$ cat config.mk
export PLATFORM = sky130hd
export DESIGN_NAME = pipe_hazard_ctrl_flat
export DESIGN_NICKNAME = d
export VERILOG_FILES = /design/src/rtl/pipe_hazard_if.sv /design/src/rtl/pipe_hazard_ctrl.sv /design/src/flat_wrapper.sv
export SDC_FILE = /design/constraint.sdc
export NUM_CORES = 1
export LEC_CHECK = 0
export ABC_CLOCK_PERIOD_IN_PS = 3700
export CORE_MARGIN = 3
export CORE_UTILIZATION = 49
export DETAILED_ROUTE_END_ITERATION = 10
export PLACE_DENSITY = 0.82
export SYNTH_ARGS = -nofsm -noshare
export SYNTH_HDL_FRONTEND = slang
export SYNTH_SLANG_ARGS = --single-unit
$ cat constraint.sdc
create_clock -name clk -period 3.7 [get_ports clk]
set_input_delay 0.555 -clock clk [delete_from_list [all_inputs] [get_ports clk]]
set_output_delay 0.555 -clock clk [all_outputs]
set_load 0.02 [all_outputs]
$ cat src/rtl/pipe_hazard_if.sv
// Stage-control bundle between the 5-stage pipeline datapath and the hazard sequencer.
// The master side owns the stage information and mem_ack; the slave side drives the controls.
interface pipe_hazard_if;
    logic [4:0]  id_rs;
    logic [4:0]  id_rt;
    logic        idex_memread;
    logic [4:0]  idex_rt;
    logic        exmem_branch;
    logic        exmem_branchne;
    logic        exmem_zero;
    logic        exmem_memread;
    logic        exmem_memwrite;
    logic        mem_ack;

    logic        pc_we;
    logic        ifid_we;
    logic        idex_we;
    logic        exmem_we;
    logic        ifid_flush;
    logic        idex_flush;
    logic        exmem_flush;
    logic        memwb_flush;
    logic        pc_sel_branch;
    logic        mem_req;
    logic        mem_err;
    logic [15:0] stall_cnt;

    modport master (
        output id_rs, id_rt, idex_memread, idex_rt, exmem_branch, exmem_branchne,
               exmem_zero, exmem_memread, exmem_memwrite, mem_ack,
        input  pc_we, ifid_we, idex_we, exmem_we, ifid_flush, idex_flush,
               exmem_flush, memwb_flush, pc_sel_branch, mem_req, mem_err, stall_cnt
    );

    modport slave (
        input  id_rs, id_rt, idex_memread, idex_rt, exmem_branch, exmem_branchne,
               exmem_zero, exmem_memread, exmem_memwrite, mem_ack,
        output pc_we, ifid_we, idex_we, exmem_we, ifid_flush, idex_flush,
               exmem_flush, memwb_flush, pc_sel_branch, mem_req, mem_err, stall_cnt
    );
endinterface

$ cat src/rtl/pipe_hazard_ctrl.sv
// Stall/flush sequencer for the 5-stage pipeline: load-use bubbles, MEM-stage branch
// flushes and a timed req/ack wait for variable-latency data memory.
module pipe_hazard_ctrl #(
    parameter int unsigned TIMEOUT = 16
) (
    input  logic          clk,
    input  logic          rst_n,
    pipe_hazard_if.slave  hz
);
    typedef enum logic [1:0] {
        ST_RUN      = 2'd0,
        ST_MEM_WAIT = 2'd1,
        ST_ERR      = 2'd2
    } state_t;

    localparam logic [7:0] WAIT_LAST = 8'(TIMEOUT - 1);

    state_t      state_q, state_d;
    logic [7:0]  wait_cnt_q, wait_cnt_d;
    logic [15:0] stall_cnt_q, stall_cnt_d;

    logic taken_s, lu_s, memop_s, decode_s;
    logic pc_we_s, ifid_we_s, idex_we_s, exmem_we_s;
    logic ifid_flush_s, idex_flush_s, exmem_flush_s, memwb_flush_s;
    logic pc_sel_s, mem_req_s, mem_err_s;

    assign taken_s = (hz.exmem_branch & hz.exmem_zero) | (hz.exmem_branchne & ~hz.exmem_zero);
    assign lu_s    = hz.idex_memread & (hz.idex_rt != 5'd0) &
                     ((hz.idex_rt == hz.id_rs) | (hz.idex_rt == hz.id_rt));
    assign memop_s = hz.exmem_memread | hz.exmem_memwrite;

    // State, wait counter and stall counter registers
    always_ff @(posedge clk or negedge rst_n) begin
        if (!rst_n) begin
            state_q     <= ST_RUN;
            wait_cnt_q  <= 8'd0;
            stall_cnt_q <= 16'd0;
        end else begin
            state_q     <= state_d;
            wait_cnt_q  <= wait_cnt_d;
            stall_cnt_q <= stall_cnt_d;
        end
    end

    // Next-state and stage-control decode
    always_comb begin
        state_d       = state_q;
        wait_cnt_d    = wait_cnt_q;
        decode_s      = 1'b0;
        pc_we_s       = 1'b1;
        ifid_we_s     = 1'b1;
        idex_we_s     = 1'b1;
        exmem_we_s    = 1'b1;
        ifid_flush_s  = 1'b0;
        idex_flush_s  = 1'b0;
        exmem_flush_s = 1'b0;
        memwb_flush_s = 1'b0;
        pc_sel_s      = 1'b0;
        mem_req_s     = memop_s;
        mem_err_s     = 1'b0;

        case (state_q)
            ST_RUN: begin
                if (memop_s && !hz.mem_ack) begin
                    pc_we_s       = 1'b0;
                    ifid_we_s     = 1'b0;
                    idex_we_s     = 1'b0;
                    exmem_we_s    = 1'b0;
                    memwb_flush_s = 1'b1;
                    wait_cnt_d    = 8'd0;
                    state_d       = ST_MEM_WAIT;
                end else begin
                    decode_s = 1'b1;
                end
            end
            ST_MEM_WAIT: begin
                mem_req_s = 1'b1;
                if (hz.mem_ack) begin
                    decode_s = 1'b1;
                    state_d  = ST_RUN;
                end else begin
                    pc_we_s       = 1'b0;
                    ifid_we_s     = 1'b0;
                    idex_we_s     = 1'b0;
                    exmem_we_s    = 1'b0;
                    memwb_flush_s = 1'b1;
                    if (wait_cnt_q == WAIT_LAST) begin
                        state_d = ST_ERR;
                    end else begin
                        wait_cnt_d = wait_cnt_q + 8'd1;
                    end
                end
            end
            ST_ERR: begin
                pc_we_s    = 1'b0;
                ifid_we_s  = 1'b0;
                idex_we_s  = 1'b0;
                exmem_we_s = 1'b0;
                mem_req_s  = 1'b0;
                mem_err_s  = 1'b1;
            end
            default: begin
                // An unencodable state freezes the pipeline and reports an error.
                pc_we_s    = 1'b0;
                ifid_we_s  = 1'b0;
                idex_we_s  = 1'b0;
                exmem_we_s = 1'b0;
                mem_req_s  = 1'b0;
                mem_err_s  = 1'b1;
                state_d    = ST_ERR;
            end
        endcase

        if (decode_s) begin
            if (taken_s) begin
                pc_sel_s      = 1'b1;
                ifid_flush_s  = 1'b1;
                idex_flush_s  = 1'b1;
                exmem_flush_s = 1'b1;
            end else if (lu_s) begin
                pc_we_s      = 1'b0;
                ifid_we_s    = 1'b0;
                idex_flush_s = 1'b1;
            end else begin
                pc_sel_s = 1'b0;
            end
        end else begin
            pc_sel_s = 1'b0;
        end
    end

    // Saturating count of cycles in which the PC is held, excluding the error state
    always_comb begin
        stall_cnt_d = stall_cnt_q;
        if ((state_q != ST_ERR) && !pc_we_s && (stall_cnt_q != 16'hFFFF)) begin
            stall_cnt_d = stall_cnt_q + 16'd1;
        end else begin
            stall_cnt_d = stall_cnt_q;
        end
    end

    // Reset forces every stage to hold and bubble without waiting for a clock edge
    always_comb begin
        if (!rst_n) begin
            hz.pc_we         = 1'b0;
            hz.ifid_we       = 1'b0;
            hz.idex_we       = 1'b0;
            hz.exmem_we      = 1'b0;
            hz.ifid_flush    = 1'b1;
            hz.idex_flush    = 1'b1;
            hz.exmem_flush   = 1'b1;
            hz.memwb_flush   = 1'b1;
            hz.pc_sel_branch = 1'b0;
            hz.mem_req       = 1'b0;
            hz.mem_err       = 1'b0;
        end else begin
            hz.pc_we         = pc_we_s;
            hz.ifid_we       = ifid_we_s;
            hz.idex_we       = idex_we_s;
            hz.exmem_we      = exmem_we_s;
            hz.ifid_flush    = ifid_flush_s;
            hz.idex_flush    = idex_flush_s;
            hz.exmem_flush   = exmem_flush_s;
            hz.memwb_flush   = memwb_flush_s;
            hz.pc_sel_branch = pc_sel_s;
            hz.mem_req       = mem_req_s;
            hz.mem_err       = mem_err_s;
        end
    end

    assign hz.stall_cnt = stall_cnt_q;
endmodule

$ cat src/flat_wrapper.sv
// flat-port wrapper written by rule: the top's interface ports become plain ports
module pipe_hazard_ctrl_flat 
#(
    parameter int unsigned TIMEOUT = 16
)
  (clk, rst_n, hz_id_rs, hz_id_rt, hz_idex_memread, hz_idex_rt, hz_exmem_branch, hz_exmem_branchne, hz_exmem_zero, hz_exmem_memread, hz_exmem_memwrite, hz_mem_ack, hz_pc_we, hz_ifid_we, hz_idex_we, hz_exmem_we, hz_ifid_flush, hz_idex_flush, hz_exmem_flush, hz_memwb_flush, hz_pc_sel_branch, hz_mem_req, hz_mem_err, hz_stall_cnt);
  pipe_hazard_if hz_i ();
  input  logic clk;
  input  logic rst_n;
  input wire logic [$bits(hz_i.id_rs)-1:0] hz_id_rs;
  input wire logic [$bits(hz_i.id_rt)-1:0] hz_id_rt;
  input wire logic [$bits(hz_i.idex_memread)-1:0] hz_idex_memread;
  input wire logic [$bits(hz_i.idex_rt)-1:0] hz_idex_rt;
  input wire logic [$bits(hz_i.exmem_branch)-1:0] hz_exmem_branch;
  input wire logic [$bits(hz_i.exmem_branchne)-1:0] hz_exmem_branchne;
  input wire logic [$bits(hz_i.exmem_zero)-1:0] hz_exmem_zero;
  input wire logic [$bits(hz_i.exmem_memread)-1:0] hz_exmem_memread;
  input wire logic [$bits(hz_i.exmem_memwrite)-1:0] hz_exmem_memwrite;
  input wire logic [$bits(hz_i.mem_ack)-1:0] hz_mem_ack;
  output wire logic [$bits(hz_i.pc_we)-1:0] hz_pc_we;
  output wire logic [$bits(hz_i.ifid_we)-1:0] hz_ifid_we;
  output wire logic [$bits(hz_i.idex_we)-1:0] hz_idex_we;
  output wire logic [$bits(hz_i.exmem_we)-1:0] hz_exmem_we;
  output wire logic [$bits(hz_i.ifid_flush)-1:0] hz_ifid_flush;
  output wire logic [$bits(hz_i.idex_flush)-1:0] hz_idex_flush;
  output wire logic [$bits(hz_i.exmem_flush)-1:0] hz_exmem_flush;
  output wire logic [$bits(hz_i.memwb_flush)-1:0] hz_memwb_flush;
  output wire logic [$bits(hz_i.pc_sel_branch)-1:0] hz_pc_sel_branch;
  output wire logic [$bits(hz_i.mem_req)-1:0] hz_mem_req;
  output wire logic [$bits(hz_i.mem_err)-1:0] hz_mem_err;
  output wire logic [$bits(hz_i.stall_cnt)-1:0] hz_stall_cnt;
  assign hz_i.id_rs = hz_id_rs;
  assign hz_i.id_rt = hz_id_rt;
  assign hz_i.idex_memread = hz_idex_memread;
  assign hz_i.idex_rt = hz_idex_rt;
  assign hz_i.exmem_branch = hz_exmem_branch;
  assign hz_i.exmem_branchne = hz_exmem_branchne;
  assign hz_i.exmem_zero = hz_exmem_zero;
  assign hz_i.exmem_memread = hz_exmem_memread;
  assign hz_i.exmem_memwrite = hz_exmem_memwrite;
  assign hz_i.mem_ack = hz_mem_ack;
  assign hz_pc_we = hz_i.pc_we;
  assign hz_ifid_we = hz_i.ifid_we;
  assign hz_idex_we = hz_i.idex_we;
  assign hz_exmem_we = hz_i.exmem_we;
  assign hz_ifid_flush = hz_i.ifid_flush;
  assign hz_idex_flush = hz_i.idex_flush;
  assign hz_exmem_flush = hz_i.exmem_flush;
  assign hz_memwb_flush = hz_i.memwb_flush;
  assign hz_pc_sel_branch = hz_i.pc_sel_branch;
  assign hz_mem_req = hz_i.mem_req;
  assign hz_mem_err = hz_i.mem_err;
  assign hz_stall_cnt = hz_i.stall_cnt;
  pipe_hazard_ctrl #(.TIMEOUT(TIMEOUT)) u_core (.clk(clk), .rst_n(rst_n), .hz(hz_i));
endmodule
# [Yosys cells after proc, flatten, opt, wreduce, memory -nomap -nowiden]
# Cells that the tools add are included.
[classes] add_sub_neg=2 n_eq_ne=11 n_mux=32 bitwise_logic=9 reduce_logical=11
[ops] operator="two-way mux 8 bit" count=3
[ops] operator="two-way mux 1 bit" count=21
[ops] operator="adder 16 x 1 -> 16 bit, second input constant" count=1
[ops] operator="inequality test 16 bit, second input constant" count=1
[ops] operator="case mux 8 bit (2 select lines)" count=1
[ops] operator="== test 5 bit" count=2
[ops] operator="adder 8 x 1 -> 8 bit, second input constant" count=1
[ops] operator="== test 8 x 4 -> 1 bit, second input constant" count=1
[ops] operator="two-way mux 2 bit" count=3
[ops] operator="inequality test 2 bit, second input constant" count=3
[ops] operator="case mux 1 bit (2 select lines)" count=3
[ops] operator="case mux 2 bit (3 select lines)" count=1
[ops] operator="nonzero test 5 bit" count=1
[ops] operator="bitwise AND 1 bit" count=4
[ops] operator="AND reduction 4 bit" count=1
[ops] operator="logical AND 1 bit" count=3
[ops] operator="inequality test 3 x 2 -> 1 bit, second input constant" count=1
[ops] operator="bitwise OR 1 bit" count=3
[ops] operator="AND reduction 3 bit" count=1
[ops] operator="== test 2 x 1 -> 1 bit, second input constant" count=1
[ops] operator="== test 2 bit, second input constant" count=1
[ops] operator="logical NOT 1 bit" count=2
[ops] operator="logical NOT 2 bit" count=1
[ops] operator="inequality test 2 x 1 -> 1 bit, second input constant" count=1
[ops] operator="other kinds (3)" count=4
[word_totals] ff_bits=26 input_bits=24 output_inout_bits=27 elab_cells=68

# [Depth between registers and ports, before layout]
[logic_depth] word_depth=9 depth_mapped=7 depth_no_buf=7

# [Worst setup path before layout]
# OpenSTA, ideal clock, no wires.
[synth_path] path_kind="input -> output" start="input hz_idex_rt[0]" end="output hz_pc_we" arrival_ns=2.232 required_time_ns=3.145 path_slack_ns=0.913 path_stages=6 path_buffers=1 path_cell_list="or4_1 o21a_1 nand2_1 nor2_1 nor3b_1 buf_4"
[synth_between] elab_chain_cells=7 elab_cells_between_ends=10 cone_classes="eq/ne: 2; mux: 4; bitwise: 3; reduce/logical: 1"
[synth_lines] item="start, declared" line_no="flat_wrapper.sv:13" rtl="input wire logic [$bits(hz_i.idex_rt)-1:0] hz_idex_rt;"
[synth_lines] item="== test 5 bit or nonzero test 5 bit (tied branches)" line_no="pipe_hazard_ctrl.sv:29, pipe_hazard_ctrl.sv:28"
[synth_lines] item="bitwise OR 1 bit or bitwise AND 1 bit (tied branches)" line_no="pipe_hazard_ctrl.sv:29, pipe_hazard_ctrl.sv:28"
[synth_lines] item="bitwise AND 1 bit *" line_no="pipe_hazard_ctrl.sv:28" rtl="assign lu_s = hz.idex_memread & (hz.idex_rt != 5'd0) &"
[synth_lines] item="two-way mux 1 bit * (4 in series)"
[synth_lines] item="end, declared" line_no="flat_wrapper.sv:20" rtl="output wire logic [$bits(hz_i.pc_we)-1:0] hz_pc_we;"
# Every way passes the cells marked *; elsewhere a longest branch is shown, timed or not.

# [Final worst setup path]
[layout_path] start="input hz_idex_rt[0]" end="output hz_pc_we"
[layout_between] elab_chain_cells=7 elab_cells_between_ends=10 cone_classes="eq/ne: 2; mux: 4; bitwise: 3; reduce/logical: 1"
[layout_lines] item="== test 5 bit or nonzero test 5 bit (tied branches)" line_no="pipe_hazard_ctrl.sv:29, pipe_hazard_ctrl.sv:28"
[layout_lines] item="bitwise OR 1 bit or bitwise AND 1 bit (tied branches)" line_no="pipe_hazard_ctrl.sv:29, pipe_hazard_ctrl.sv:28"
[layout_lines] item="bitwise AND 1 bit *" line_no="pipe_hazard_ctrl.sv:28"
[layout_lines] item="two-way mux 1 bit *" line_no="pipe_hazard_ctrl.sv:120" rtl="end else if (lu_s) begin"
[layout_lines] item="two-way mux 1 bit *" line_no="pipe_hazard_ctrl.sv:115" rtl="if (taken_s) begin"
[layout_lines] item="two-way mux 1 bit *" line_no="pipe_hazard_ctrl.sv:114" rtl="if (decode_s) begin"
[layout_lines] item="two-way mux 1 bit *" line_no="pipe_hazard_ctrl.sv:144" rtl="if (!rst_n) begin"
# Marked as above.

==> qor.csv <==
stage,metric,value,unit
floorplan,dieWidth,62.04,um
yosys,most_frequent_cell_after_synthesis,dfrtp_1,
placed_design,placement.io_buffers,50,
floorplan,fp-row-count,19,
critical_path,timing.critical_path.max_delay_family,buffers and inverters,
grt,vias_in_the_first_global_route,1298,
cts,cts_repair_resize_count,0,
layout,nNetsFinal,238,
critical_path,crit_path_max_fanout,3,
power_and_ir_drop,intPower,0.0005326,W
grt,gr-total-overflow,0,
critical_path,cp_data_arrival_time,2.90,ns
grt,global_route.usage.total,0.2019,
critical_path,crit_path_end_kind,primary output,
sta,rsz0062_at_grt,false,
cts,cts_buffers,3,
flow_run,maxCapViolations,0,
power_and_ir_drop,power.density,395.2,nW/um^2
run_status,status,"complete, no violations",
power_and_ir_drop,leakage,0.8617,nW
critical_path,critical_path_required,3.14,ns
yosys,synth-seq-area-share,0.4228,
cts,cts_hold_buffers,0,
routing,drt-initial-drc-count,52,
min_path,holdCritPathClass,input pin to async pin,
cts,path_clk_slew,0.12,ns
floorplan,floorplan.die_area,3849,um^2
power_and_ir_drop,power.clock.fraction,0.139,
sta,clock_skew,0.005175,ns
power_and_ir_drop,power.share.combinational,0.400,
critical_path,critical_path.cell_chain,clkdlybuf4s50_1 > or4_1 > o21a_1 > nand2_1 > nor2_1 > nor3b_1 > clkdlybuf4s50_1,
cts,cts_tree,yes,
power_and_ir_drop,p_sw,0.0002956,W
critical_path,crit_slowest_cell,clkdlybuf4s50_1,
critical_path,timing.critical_path.mode_cell,clkdlybuf4s50_1,
routing,via_count_of_the_routed_design,1295,
yosys,yosys.area.top_type_share,0.4228,
critical_path,worstSetupStartpointType,input pin,
cts,clock_sinks,26,
sta,finalHoldViolations,0,
sta,pin_slew_with_the_least_headroom_to_its_limit,0.5714,ns
grt,grt_start_max_net_pins,23,
yosys,syn_nets,185,
critical_path,worstSetupPathType,input pin to primary output,
yosys,synth_common_cells,"26 x dfrtp_1, 18 x nor2_1, 15 x xnor2_1, 14 x xor2_1, 13 x nand2_1",
sta,setup_viol,0,
cts,cts-root-to-sink-buffers,2,
yosys,synth.yosys.warnings,0,
yosys,synth.cell_area,1539,um^2
yosys,cells_after_synthesis,159,
sta,maxClockFrequency,289.3,MHz
routing,drt_first_pass_iters,4,
layout,fraction_of_final_layout_cells_sized_beyond_drive_strength_1,0.08571,
sta,slew_viol_final,0,
cts,cts_root_buffer,clkbuf_4,
yosys,ys_ff_latch,26,
layout,n_antenna_cell,0,
floorplan,initial_utilization,0.5350,
power_and_ir_drop,netSwitchingFraction,0.3569,
power_and_ir_drop,max_vdd_drop,0.0004734,V
placed_design,routabilityCongestion,0.7998,
yosys,yosysTopAreaCell,dfrtp_1,
yosys,synth_top_flop_cell,dfrtp_1,
placed_design,placement.cell_area,2073,um^2
routing,detail_route.drc_violations,0,
floorplan,io_pins,51,
floorplan,core_region_area,2877,um^2
routing,viasPerCell,5.139,
yosys,synth.top_cells.by_area,"dfrtp_1 42%, xnor2_1 8.5%, xor2_1 8.0%, nor2_1 4.4%, nand4_1 3.3%",
sta,post-route-min-period,3.457,ns
layout,fill_cells,234,
layout,post-route-cell-area,2096,um^2
sta,relative_slew_margins,0.6162,
layout,synthToLayoutAreaGrowth,36.18,%
power_and_ir_drop,seq_power_share,0.461,
yosys,synth.lib_cells_used.distinct,38,
critical_path,cp_bufs_invs,2,
critical_path,critical-path-max-stage-delay,0.68,ns
cts,clock_latency,0.32,ns
placed_design,dp_hpwl,2881,um
sta,post-route-period-util,0.9343,
floorplan,die-height,62.04,um
routing,route.detailed.wl_per_inst,14.09,um
routing,ant_nets,0,
yosys,synth.avg_cell_area,9.679,um^2
cts,ctsHtreeMaxLevel,1,
sta,fin_tns_setup,0,ns
grt,global_route_wire_length_before_repair,5844,um
yosys,postSynth.asyncResetShare,1.000,
routing,wirelength,3551,um
grt,grt_antenna_before_repair,0,
yosys,synth_enable_flop_cells,0,
cts,cts_post_setup_buffers_inserted,0,
==> sequential cells by signal (all words and copies together) (netlist names) <==
signal / flops
u_core.wait_cnt_q: 8
u_core.state_q: 2
u_core.hz.stall_cnt: 16
==> layout by cell type (no fill, tap or decap) <==
cell type | Yosys | layout
nand4_1 | 8 | 8
nand3_1 | 9 | 9
nor2_1 | 18 | 18
inv_1 | 5 | 5
nand2b_1 | 2 | 2
a31o_2 | 1 | 1
nor4_1 | 2 | 2
o22ai_1 | 1 | 1
nor3_1 | 6 | 6
o21a_1 | 1 | 1
xnor2_1 | 15 | 15
or2_4 | 1 | 1
and3_1 | 3 | 3
nand2_1 | 13 | 13
nor3b_1 | 1 | 1
dfrtp_1 | 26 | 26
and4_1 | 1 | 1
or4_1 | 1 | 1
a211o_2 | 1 | 1
and2_1 | 5 | 5
and3_2 | 1 | 1
and4_4 | 1 | 1
clkdlybuf4s50_1 | 0 | 50
and2_2 | 1 | 1
o21ai_4 | 1 | 1
nand3b_1 | 1 | 1
o21bai_1 | 2 | 2
mux2_2 | 3 | 3
a311oi_2 | 1 | 1
nand3_2 | 1 | 1
a22oi_1 | 1 | 1
o21ai_0 | 2 | 2
clkbuf_4 | 0 | 3
ha_1 | 2 | 2
mux2i_1 | 2 | 2
nand2_2 | 1 | 1
xor2_1 | 14 | 14
or2b_1 | 1 | 1
buf_4 | 3 | 2
==> stage by stage <==
stage,util,hold WS (ns),power [W],setup WS (ns),cells
detailed placement,0.7207,0.4981,0.0007214,0.2735,249
finish,0.7286,0.5125,0.0008282,0.2431,252
global route,0.7286,0.5165,0.0008848,0.1500,252
floorplan,-,0.2594,0.0005706,0.9135,159
global placement,0.7207,0.4868,0.0007048,0.3434,249
CTS,0.7286,0.4966,0.0008447,0.2650,252
==> power groups by stage <==
stage / clock network, W / registers, W / logic, W
finish: 0.000115 / 0.000382 / 0.000331
global route: 0.000132 / 0.000392 / 0.000361
CTS: 0.000126 / 0.000382 / 0.000336
detailed placement: 0 / 0.000386 / 0.000335
global placement: 0 / 0.000383 / 0.000322
floorplan: 0 / 0.000419 / 0.000152
==> path summary, 6_finish.rpt <==
kind / slack (ns) / cells past startpoint / from / to
min in group clk: 0.51 / 1 / u_core.hz.stall_cnt[9] / u_core.hz.stall_cnt[9]
worst min register to register: 0.51 / 1 / u_core.hz.stall_cnt[9] / u_core.hz.stall_cnt[9]
worst max-delay path: 0.24 / 7 / hz_idex_rt[0] / hz_pc_we
worst min-delay path: 0.51 / 1 / rst_n / u_core.state_q[1]
worst max register to register: 1.70 / 7 / u_core.wait_cnt_q[0] / u_core.wait_cnt_q[7]
max in group asynchronous: 2.57 / 2 / rst_n / u_core.wait_cnt_q[3]
==> logic make-up (layout without fill, tap and decap cells) <==
| group | count (synthesis) | in the layout | share of synthesized area |
|---|---|---|---|
| buffers and inverters | 9 | 60 | 0.03415 |
| adders and majority gates | 2 | 2 | 0.01626 |
| AOI/OAI and AO/OA | 11 | 11 | 0.06261 |
| DFF | 26 | 26 | 0.4228 |
| xor gates and xnor gates | 29 | 29 | 0.1650 |
| and+or+nand+nor | 77 | 77 | 0.2642 |
| muxes | 5 | 5 | 0.03496 |
==> layout make-up <==
| type | count | area, um^2 | area share |
|---|---|---|---|
| Sequential cell | 26 | 650.6 | 0.3104 |
| Inverter | 5 | 18.77 | 0.008955 |
| Timing Repair Buffer | 52 | 515.5 | 0.2460 |
| Tap cell | 42 | 52.55 | 0.02507 |
| Clock buffer | 3 | 22.52 | 0.01075 |
| Multi-Input combinational cell | 124 | 835.8 | 0.3988 |
==> layer usage <==
layer,vias to the layer above,global-route usage,part of all wire
li1,647,-,-
met1,611,0.2500,0.42
met2,32,0.3654,0.51
met3,5,0.03306,0.059
met4,0,0.04545,0.0099
met5,-,0,0
(Power assumes the default switching activity.)
